File: config.mk
export PLATFORM = sky130hd
export DESIGN_NAME = hex_msg_scroller
export DESIGN_NICKNAME = d
export VERILOG_FILES = /design/src/rtl/hex_msg_pkg.sv /design/src/rtl/msg_rom.sv /design/src/rtl/hex_msg_scroller.sv
export SDC_FILE = /design/constraint.sdc
export NUM_CORES = 1
export LEC_CHECK = 0
export ABC_AREA = 1
export CAP_MARGIN = 20
export CORE_ASPECT_RATIO = 0.75
export CORE_MARGIN = 5
export CORE_UTILIZATION = 35
export CTS_BUF_LIST = sky130_fd_sc_hd__clkbuf_4
export CTS_CLUSTER_DIAMETER = 60
export DETAILED_ROUTE_END_ITERATION = 8
export GPL_ROUTABILITY_DRIVEN = 0
export HOLD_SLACK_MARGIN = 0.03
export SYNTH_ARGS = -nofsm -noshare
export SYNTH_HDL_FRONTEND = slang
export SYNTH_SLANG_ARGS = --single-unit
File: constraint.sdc
create_clock -name clk -period 1.6 [get_ports clk]
set_input_delay 0.32 -clock clk [delete_from_list [all_inputs] [get_ports clk]]
set_output_delay 0.32 -clock clk [all_outputs]
set_load 0.005 [all_outputs]
File: src/rtl/hex_msg_pkg.sv
// -----------------------------------------------------------------------------
// hex_msg_pkg
// Shared definitions for the HEX message scroller:
//   state_t      - scroller FSM states (IDLE, RUN, HOLD)
//   BLANK_CODE   - character code the 7-segment decoders show as all-off
//   DEFAULT_MSG  - message ROM contents, one 4-bit character code per entry
//   wrap_add     - modular index add for indices below 16
// -----------------------------------------------------------------------------
package hex_msg_pkg;

   typedef enum logic [1:0] {
      IDLE = 2'd0,
      RUN  = 2'd1,
      HOLD = 2'd2
   } state_t;

   localparam logic [3:0] BLANK_CODE = 4'hF;

   localparam int unsigned MSG_MAX = 16;

   // Only the first MSG_LEN entries are ever addressed.
   localparam logic [3:0] DEFAULT_MSG [MSG_MAX] = '{
      4'h0, 4'h1, 4'h2, 4'h3, 4'h4, 4'h5, 4'h6, 4'h7,
      4'h8, 4'h9, 4'hA, 4'hB, 4'hC, 4'hD, 4'hE, 4'hF
   };

   // (base + offs) mod len, for base < len and offs < len. The sum is formed
   // in 5 bits so it cannot overflow; a single conditional subtract is then
   // enough because the sum is always below 2*len.
   function automatic logic [3:0] wrap_add(input logic [3:0] base,
                                           input logic [4:0] offs,
                                           input logic [4:0] len);
      logic [4:0] sum;
      sum = {1'b0, base} + offs;
      if (sum >= len) sum = sum - len;
      return sum[3:0];
   endfunction

endpackage

File: src/rtl/msg_rom.sv
// -----------------------------------------------------------------------------
// msg_rom
// Combinational message lookup; one instance per digit lane.
//   idx  in   4  character index into the message
//   code out  4  character code at that index
// -----------------------------------------------------------------------------
module msg_rom
   import hex_msg_pkg::*;
(
   input  logic [3:0] idx,
   output logic [3:0] code
);

   assign code = DEFAULT_MSG[idx];

endmodule

File: src/rtl/hex_msg_scroller.sv
// -----------------------------------------------------------------------------
// hex_msg_scroller
// Scrolls a NUM_DIGITS-wide window across a fixed message and drives one
// 4-bit character code per HEX digit (feeds the ssdN decoders directly).
//   clk     in   1             system clock
//   reset   in   1             asynchronous, active-high reset
//   enable  in   1             1 = auto-scroll, 0 = freeze (HOLD)
//   clear   in   1             synchronous return to IDLE, pos 0, blank
//   dir     in   1             0 = advance (+1), 1 = retreat (-1)
//   step    in   1             asynchronous pushbutton, single-step in HOLD
//   codes   out  4*NUM_DIGITS  digit k in [4k+3:4k]; digit 0 = HEX0 (right)
//   pos     out  4             window start index, 0..MSG_LEN-1
//   wrap    out  1             one-cycle pulse when pos wraps around
// -----------------------------------------------------------------------------
module hex_msg_scroller
   import hex_msg_pkg::*;
#(
   parameter int unsigned TICK_DIV   = 50_000_000,
   parameter int unsigned MSG_LEN    = 8,
   parameter int unsigned NUM_DIGITS = 6,
   parameter logic [3:0]  BLANK_CODE = hex_msg_pkg::BLANK_CODE
) (
   input  logic                    clk,
   input  logic                    reset,
   input  logic                    enable,
   input  logic                    clear,
   input  logic                    dir,
   input  logic                    step,
   output logic [4*NUM_DIGITS-1:0] codes,
   output logic [3:0]              pos,
   output logic                    wrap
);

   localparam int unsigned           PW        = $clog2(TICK_DIV);
   localparam logic [PW-1:0]         TERM      = PW'(TICK_DIV - 1);
   localparam logic [4:0]            LEN       = 5'(MSG_LEN);
   localparam logic [3:0]            LAST_POS  = 4'(MSG_LEN - 1);
   localparam logic [4*NUM_DIGITS-1:0] BLANK_ROW = {NUM_DIGITS{BLANK_CODE}};

   state_t                  state;
   logic [PW-1:0]           presc;
   logic                    step_meta;
   logic                    step_sync;
   logic                    step_prev;
   logic                    tick;
   logic                    step_edge;
   logic                    advance;
   logic [3:0]              pos_next;
   logic                    wrap_hit;
   logic [4*NUM_DIGITS-1:0] window;

   // ---------------------------------------------------------------------------
   // Window lanes: leftmost digit shows rom[pos], each digit to the right shows
   // the next character, wrapping around the end of the message.
   // ---------------------------------------------------------------------------
   for (genvar k = 0; k < NUM_DIGITS; k++) begin : g_lane
      logic [3:0] idx;
      logic [3:0] code;

      assign idx = wrap_add(pos, 5'(NUM_DIGITS - 1 - k), LEN);

      msg_rom u_rom (
         .idx  (idx),
         .code (code)
      );

      assign window[4*k +: 4] = code;
   end

   // ---------------------------------------------------------------------------
   // Advance decode
   // ---------------------------------------------------------------------------
   assign tick      = (state == RUN) && (presc == TERM);
   // Only edges seen while frozen count; a step in RUN or IDLE is dropped.
   assign step_edge = step_sync & ~step_prev;
   assign advance   = tick || ((state == HOLD) && step_edge);

   assign pos_next  = dir ? wrap_add(pos, LEN - 5'd1, LEN)
                          : wrap_add(pos, 5'd1, LEN);

   // With a two-entry message every move crosses the boundary; only the
   // 0 -> last direction is reported in that case.
   assign wrap_hit  = ((pos == 4'd0) && (pos_next == LAST_POS)) ||
                      ((MSG_LEN > 2) && (pos == LAST_POS) && (pos_next == 4'd0));

   // ---------------------------------------------------------------------------
   // State, prescaler, position, outputs
   // ---------------------------------------------------------------------------
   // NOTE: every register here is updated with <= so all right-hand sides see
   // pre-edge values; a blocking = would let later statements see new values.
   always_ff @(posedge clk or posedge reset) begin
      if (reset) begin
         state     <= IDLE;
         presc     <= '0;
         pos       <= '0;
         wrap      <= 1'b0;
         codes     <= BLANK_ROW;
         step_meta <= 1'b0;
         step_sync <= 1'b0;
         step_prev <= 1'b0;
      end else begin
         // Two-flop synchronizer for the asynchronous pushbutton, then the
         // previous-value register for edge detection. Keeps running through
         // clear so a held button never produces a spurious edge afterwards.
         step_meta <= step;
         step_sync <= step_meta;
         step_prev <= step_sync;

         wrap <= 1'b0;

         if (clear) begin
            state <= IDLE;
            presc <= '0;
            pos   <= '0;
            codes <= BLANK_ROW;
         end else begin
            // Built from the pre-edge pos, so codes trails pos by one cycle.
            codes <= (state == IDLE) ? BLANK_ROW : window;

            if (advance) begin
               pos  <= pos_next;
               wrap <= wrap_hit;
            end

            unique case (state)
               IDLE: begin
                  if (enable) state <= RUN;
               end
               RUN: begin
                  // The count runs in the cycle enable drops, so a tick that
                  // lands there still advances before HOLD freezes things.
                  presc <= tick ? '0 : presc + 1'b1;
                  if (!enable) state <= HOLD;
               end
               HOLD: begin
                  if (enable) state <= RUN;
               end
               default: state <= IDLE;
            endcase
         end
      end
   end

endmodule

==> flow_metrics.py, run 1 <==
metrics = {
    "placed_design": {
        "dp.cells": 524,
        "io_buffer_count": 34,
        "dp_hpwl_um": 5230,
        "pre_cts_ws_ns": 0.00625,
    },
    "global_routing": {
        "grt_use_total": 0.141,
        "grt_pass1_vias": 2480,
        "grt.overflow.total": 0,
        "grt_pass1_wl_um": 12200,
        "antenna_found_initial": 0,
        "grt_max_degree": 55,
    },
    "route": {
        "drt-vias-per-instance": 4.78,
        "drt-initial-drc-count": 183,
        "via_count": 2583,
        "avgRoutedWirePerCell_um": 13.3,
        "drtPass1Iterations": 5,
        "wl_um": 7200,
        "drtAntennaViolNets": 0,
        "route.detailed.drc": 0,
    },
    "layout": {
        "final_core_util": 0.458,
        "seq_area_mm2": 0.00138,
        "final_common_cell": "nand2_1",
        "finalNonFillerCells": 540,
        "area_delta_synth_final_pct": 28.5,
        "num-fill-cells": 817,
        "drive_gt1_frac": 0.275,
        "diodes": 0,
        "layout_common_cells": "nand2_1 (96), inv_1 (35), nor2_1 (34), dfrtp_1 (34), buf_4 (33)",
        "nNetsFinal": 445,
        "multi_input_area_mm2": 0.00145,
    },
    "clock_network": {
        "h-tree-depth": 2,
        "clock-sinks": 54,
        "cts-hold-fix-buffers": 0,
        "cts_tree": "done",
        "cts_buffer_depth": 2,
        "cts.clk_slew.worst_paths_ns": 0.17,
        "numCtsBuffers": 5,
        "clock-root-buffer": "clkbuf_4",
        "clock_latency_ns": 0.38,
    },
    "sta": {
        "post-route-period-util": 0.960,
        "clock_skew_ns": 0.0168,
        "period_minus_slack_ns": 1.54,
        "rsz0062_at_grt": "true",
        "hold_violations": 0,
        "fmax_ghz": 0.651,
        "worst_slack_ns": 0.0647,
        "drv_slew": 0,
        "relSlewSlack": 0.726,
        "finalSetupViolCount": 0,
        "worst_pin_slew_ns": 0.410,
    },
    "power": {
        "power_density_mw_per_mm2": 633,
        "p_clk_frac": 0.327,
        "power.share.sequential": 0.584,
        "power_mw": 2.43,
        "net-switching-power_uw": 592,
        "swShare": 0.243,
        "combPwrFrac": 0.089,
        "p_leak_nw": 1.61,
        "ir_drop_uv": 366,
        "internal_power_mw": 1.84,
    },
    "synth": {
        "syn_area_per_cell_um2": 8.28,
        "synth-main-ff-cell": "dfrtp_1",
        "synth_cells": 361,
        "synth_top_cell_area_share": 0.301,
        "synth_cell_types": 31,
        "yosysSeqAreaShare": 0.460,
        "synth_nets": 375,
        "ys_warn_count": 0,
        "syn-cell-area_mm2": 0.00299,
        "synth-seq-cells": 54,
        "synth_edf_count": 0,
        "yosys.area.top_type": "dfrtp_1",
        "async_reset_ff_frac": 1.00,
        "synth_area_leaders": "dfrtp_1 (30%), dfstp_2 (16%), nand2_1 (12%)",
    },
    "run_status": {
        "status": "finished clean",
    },
    "floorplanning": {
        "start_util": 0.357,
        "num_rows": 29,
        "pin_count": 35,
        "core_mm2": 0.00838,
        "die_h_um": 90.0,
        "die_area_mm2": 0.0105,
        "chipWidth_um": 117,
    },
    "critical_path": {
        "crit_path_top_delay_cell": "dfrtp_1",
        "end_kind": "flip-flop",
        "arrival_ns": 1.80,
        "cp-start-kind": "flip-flop",
        "crit_family": "simple AND/OR/NAND/NOR gates",
        "worstSetupStartpoint": "presc[1]",
        "worst-path-max-fanout": 8,
        "crit_chain": "ha_2 -> nand2_4 -> nor2_2 -> nand2_2 -> nor2_4 -> nand3_4 -> buf_6 -> nand3_1 -> o21ai_0",
        "crit_type": "flip-flop to flip-flop",
        "timing.rr.start": "presc[1]",
        "ff2ff_setup_slack_ns": 0.06,
        "ff2ff_path_depth": 9,
        "path_buf_inv": 1,
        "r2r_end": "presc[1]",
        "cp.required_ns": 1.87,
        "cp_slowest_stage_delay_ns": 0.40,
    },
    "worst_hold_path": {
        "worstHoldPathType": "primary input to async pin",
    },
    "job": {
        "max_cap_viol_count": 0,
    },
}
## synthesized netlist by cell type, drive strengths merged (8+ instances only)
master and count:
nand2 106, a21oi 9, inv 40, nand4 15, dfrtp 36, buf 9, o21ai 19, nand3 26
nor2 47, dfstp 18, xor2 8, ha 8
## metal layers
| layer | GRT usage | part of all wire | up-vias |
|---|---|---|---|
| li1 | - | - | 1301 |
| met3 | 0.0221 | 0.039 | 8 |
| met4 | 0.0287 | 0.010 | 0 |
| met5 | 0 | 0 | - |
| met2 | 0.205 | 0.46 | 49 |
| met1 | 0.220 | 0.49 | 1225 |
## flip-flops by register name (all words and copies together), names as in the netlist
signal	flops
step_sync	1
state	2
step_meta	1
codes	18
wrap	1
step_prev	1
pos	4
presc	26
## per-stage QoR
stage / area (um^2) / hold WS (ns) / setup TNS, ns
after floorplan: 2990 / 0.331 / 0
after global placement: 3630 / 0.346 / 0
after detailed placement: 3630 / 0.336 / 0
after CTS: 3750 / 0.321 / 0
after global routing: 3840 / 0.318 / -0.0698
final: 3840 / 0.319 / 0
## kinds of logic after synthesis
group	synth area share
AO/OA/AOI/OAI	0.0879
XOR/XNOR	0.0293
adder cells (fa/ha/maj)	0.0335
buffers and inverters	0.0779
flip-flops	0.460
AND/OR/NAND/NOR	0.312
## layout make-up
| type | instances | area share |
|---|---|---|
| multi-input combinational | 256 | 0.379 |
| sequential | 54 | 0.358 |
| timing repair buffer | 73 | 0.164 |
| inverter | 41 | 0.0417 |
| tap | 108 | 0.0352 |
| clock inverter | 3 | 0.0124 |
| clock buffer | 5 | 0.00978 |
## worst min-delay path, delay by kind of cell
kind | cells | cell delay, ns
buf+inv | 3 | 0.79
## what timing repair did
action                     in CTS  in global routing
resized for setup              36                 24
setup endpoints to repair      29                 20
setup buffers                   5                  3
pin swaps                       0                  6
## power by group through the flow
stage               Clock (mW)  Sequential [mW]  Combinational [mW]
floorplan                    0             1.45               0.103
global placement             0             1.44               0.223
detailed placement           0             1.45               0.223
CTS                      0.835             1.42               0.212
global route             0.906             1.42               0.243
finish                   0.795             1.42               0.217
## worst max-delay path by stage
stage                           end  cells past startpoint
final                      presc[1]                      9
after global routing         pos[3]                     12
after CTS                 presc[20]                     10
after detailed placement  presc[21]                      6
after global placement    presc[20]                      7
after floorplan            presc[4]                      9
Power figures use the tool's default switching activity.
==> inputs of run 2 (changes only) <==
Settings changed: CORE_ASPECT_RATIO 0.75 to default.
==> run 2 against run 1 <==
Die area shrank 0.18%. Non-clock buffer count grew 1. Register-to-register slack gained 0.02 ns. Maximum frequency grew 0.23%. Largest power group unchanged.
==> flow_metrics.py, run 2 (same netlist as run 1, synthesis figures left out) <==
metrics = {
    "run_status": {
        "status": "finished clean",
    },
    "critical_path": {
        "end_kind": "output port",
        "cp-start-kind": "flip-flop",
        "crit_path_top_delay_cell": "dfrtp_1",
        "crit_type": "flip-flop to output port",
        "cp.required_ns": 1.28,
        "crit_family": "buffers and inverters",
        "cp_slowest_stage_delay_ns": 0.42,
        "path_buf_inv": 2,
        "arrival_ns": 1.21,
        "worst-path-max-fanout": 4,
        "crit_chain": "buf_4 -> dlygate4sd2_1",
    },
    "clock_network": {
        "h-tree-depth": 2,
        "clock_latency_ns": 0.37,
        "cts-hold-fix-buffers": 0,
        "clock-sinks": 54,
        "cts.clk_slew.worst_paths_ns": 0.16,
        "numCtsBuffers": 5,
        "clock-root-buffer": "clkbuf_4",
        "cts_buffer_depth": 2,
        "cts_tree": "done",
    },
    "power": {
        "power_mw": 2.42,
        "ir_drop_uv": 397,
        "power_density_mw_per_mm2": 635,
        "p_leak_nw": 1.61,
    },
    "route": {
        "avgRoutedWirePerCell_um": 13.3,
        "drt-vias-per-instance": 4.79,
        "route.detailed.drc": 0,
        "wl_met3_um": 337,
        "met1_length_um": 3240,
        "drtAntennaViolNets": 0,
        "drtPass1Iterations": 4,
        "via_count": 2576,
        "drt-initial-drc-count": 101,
        "wl_um": 7140,
        "wl_met2_um": 3440,
        "top_layer_used": "met4",
    },
    "sta": {
        "worst_slack_ns": 0.0681,
        "hold_violations": 0,
        "relSlewSlack": 0.682,
        "fin_setup_tns_ns": 0,
        "finalSetupViolCount": 0,
        "post-route-period-util": 0.957,
        "worst_pin_slew_ns": 0.476,
        "period_minus_slack_ns": 1.53,
        "fmax_ghz": 0.653,
        "clock_skew_ns": 0.0133,
        "drv_slew": 0,
        "rsz0062_at_grt": "true",
    },
    "layout": {
        "seq_area_mm2": 0.00138,
        "area_delta_synth_final_pct": 27.7,
        "diodes": 0,
        "nNetsFinal": 446,
        "drive_gt1_frac": 0.289,
        "largest_register_ffs": 26,
        "top_register": "presc",
        "num-fill-cells": 834,
        "final_common_cell": "nand2_1",
        "top_regs": "presc x26, codes x18, pos x4",
        "final_core_util": 0.462,
        "multi_input_area_mm2": 0.00146,
        "layout_common_cells": "nand2_1 (96), buf_4 (37), inv_1 (36)",
    },
    "placed_design": {
        "pre_cts_ws_ns": -0.0176,
        "dp_hpwl_um": 5140,
        "io_buffer_count": 34,
    },
    "global_routing": {
        "grt_pass1_wl_um": 12300,
        "grt_pass1_vias": 2596,
        "antenna_found_initial": 0,
        "grt_use_total": 0.147,
        "grt_max_degree": 55,
        "grt.overflow.total": 0,
    },
    "floorplanning": {
        "chipWidth_um": 102,
        "pin_count": 35,
        "die_area_mm2": 0.0105,
        "die_h_um": 102,
        "num_rows": 33,
        "start_util": 0.362,
        "core_mm2": 0.00826,
    },
    "worst_hold_path": {
        "worstHoldPathType": "primary input to async pin",
    },
    "job": {
        "max_cap_viol_count": 0,
    },
}
## run 2: changes by cell type in the layout (fill, tap and decap cells not counted), sizes merged
cell	before	now
clkinv	2	1
inv	40	39
clkdlybuf4s15	1	0
clkbuf	5	11
dlygate4sd2	28	24
buf	39	40
clkinvlp	1	2
## run 2: cell type report
| cell class | count | share of cell area |
|---|---|---|
| Clock buffer | 6 | 0.0118 |
| Clock inverter | 2 | 0.00983 |
| Inverter | 41 | 0.0413 |
| Multi-Input combinational cell | 256 | 0.382 |
| Sequential cell | 54 | 0.362 |
| Tap cell | 105 | 0.0344 |
| Timing Repair Buffer | 74 | 0.159 |
## run 2: timing repair
action                                  in CTS  in global routing
endpoints found under the setup margin      29                 29
cloned                                       0                  0
setup buffers                                6                  2
gates resized for setup                     36                 32
pin swaps                                    1                  7
## run 2: layer usage
layer	up-vias	GRT usage
li1	1290	-
met1	1215	0.195
met2	58	0.241
met3	13	0.0341
met4	0	0.0383
met5	-	0
## run 2: worst paths after layout
kind                           start        end  slack [ns]  depth (start not counted)
max                           pos[0]     pos[0]        0.07                          2
min                            reset   presc[6]        0.34                          3
max reg2reg                 presc[1]  presc[16]        0.08                          8
min reg2reg                step_meta  step_sync        0.37                          0
max in group asynchronous      reset  codes[13]        0.96                          3
min in group clk           step_meta  step_sync        0.37                          0
## run 2: power breakdown
group,switching [mW],internal (mW)
sequential,0.0118,1.41
combinational,0.126,0.0931
clock,0.437,0.347
total,0.575,1.85
## run 2: metrics by stage
stage,instance area [um^2],hold WS [ns],instances
2_1_floorplan,2990,0.331,361
3_3_place_gp,3640,0.334,522
3_5_place_dp,3640,0.337,522
4_1_cts,3750,0.343,536
5_1_grt,3820,0.331,538
6_report,3820,0.343,538
## run 2: worst reg2reg max path: stages (launching register included)
cell	delay (ns)
dfrtp_1	0.39
ha_2	0.21
nand2_4	0.07
nor2_2	0.17
nand2_1	0.16
inv_1	0.13
nand4_1	0.09
nand4_1	0.08
o21ai_0	0.09
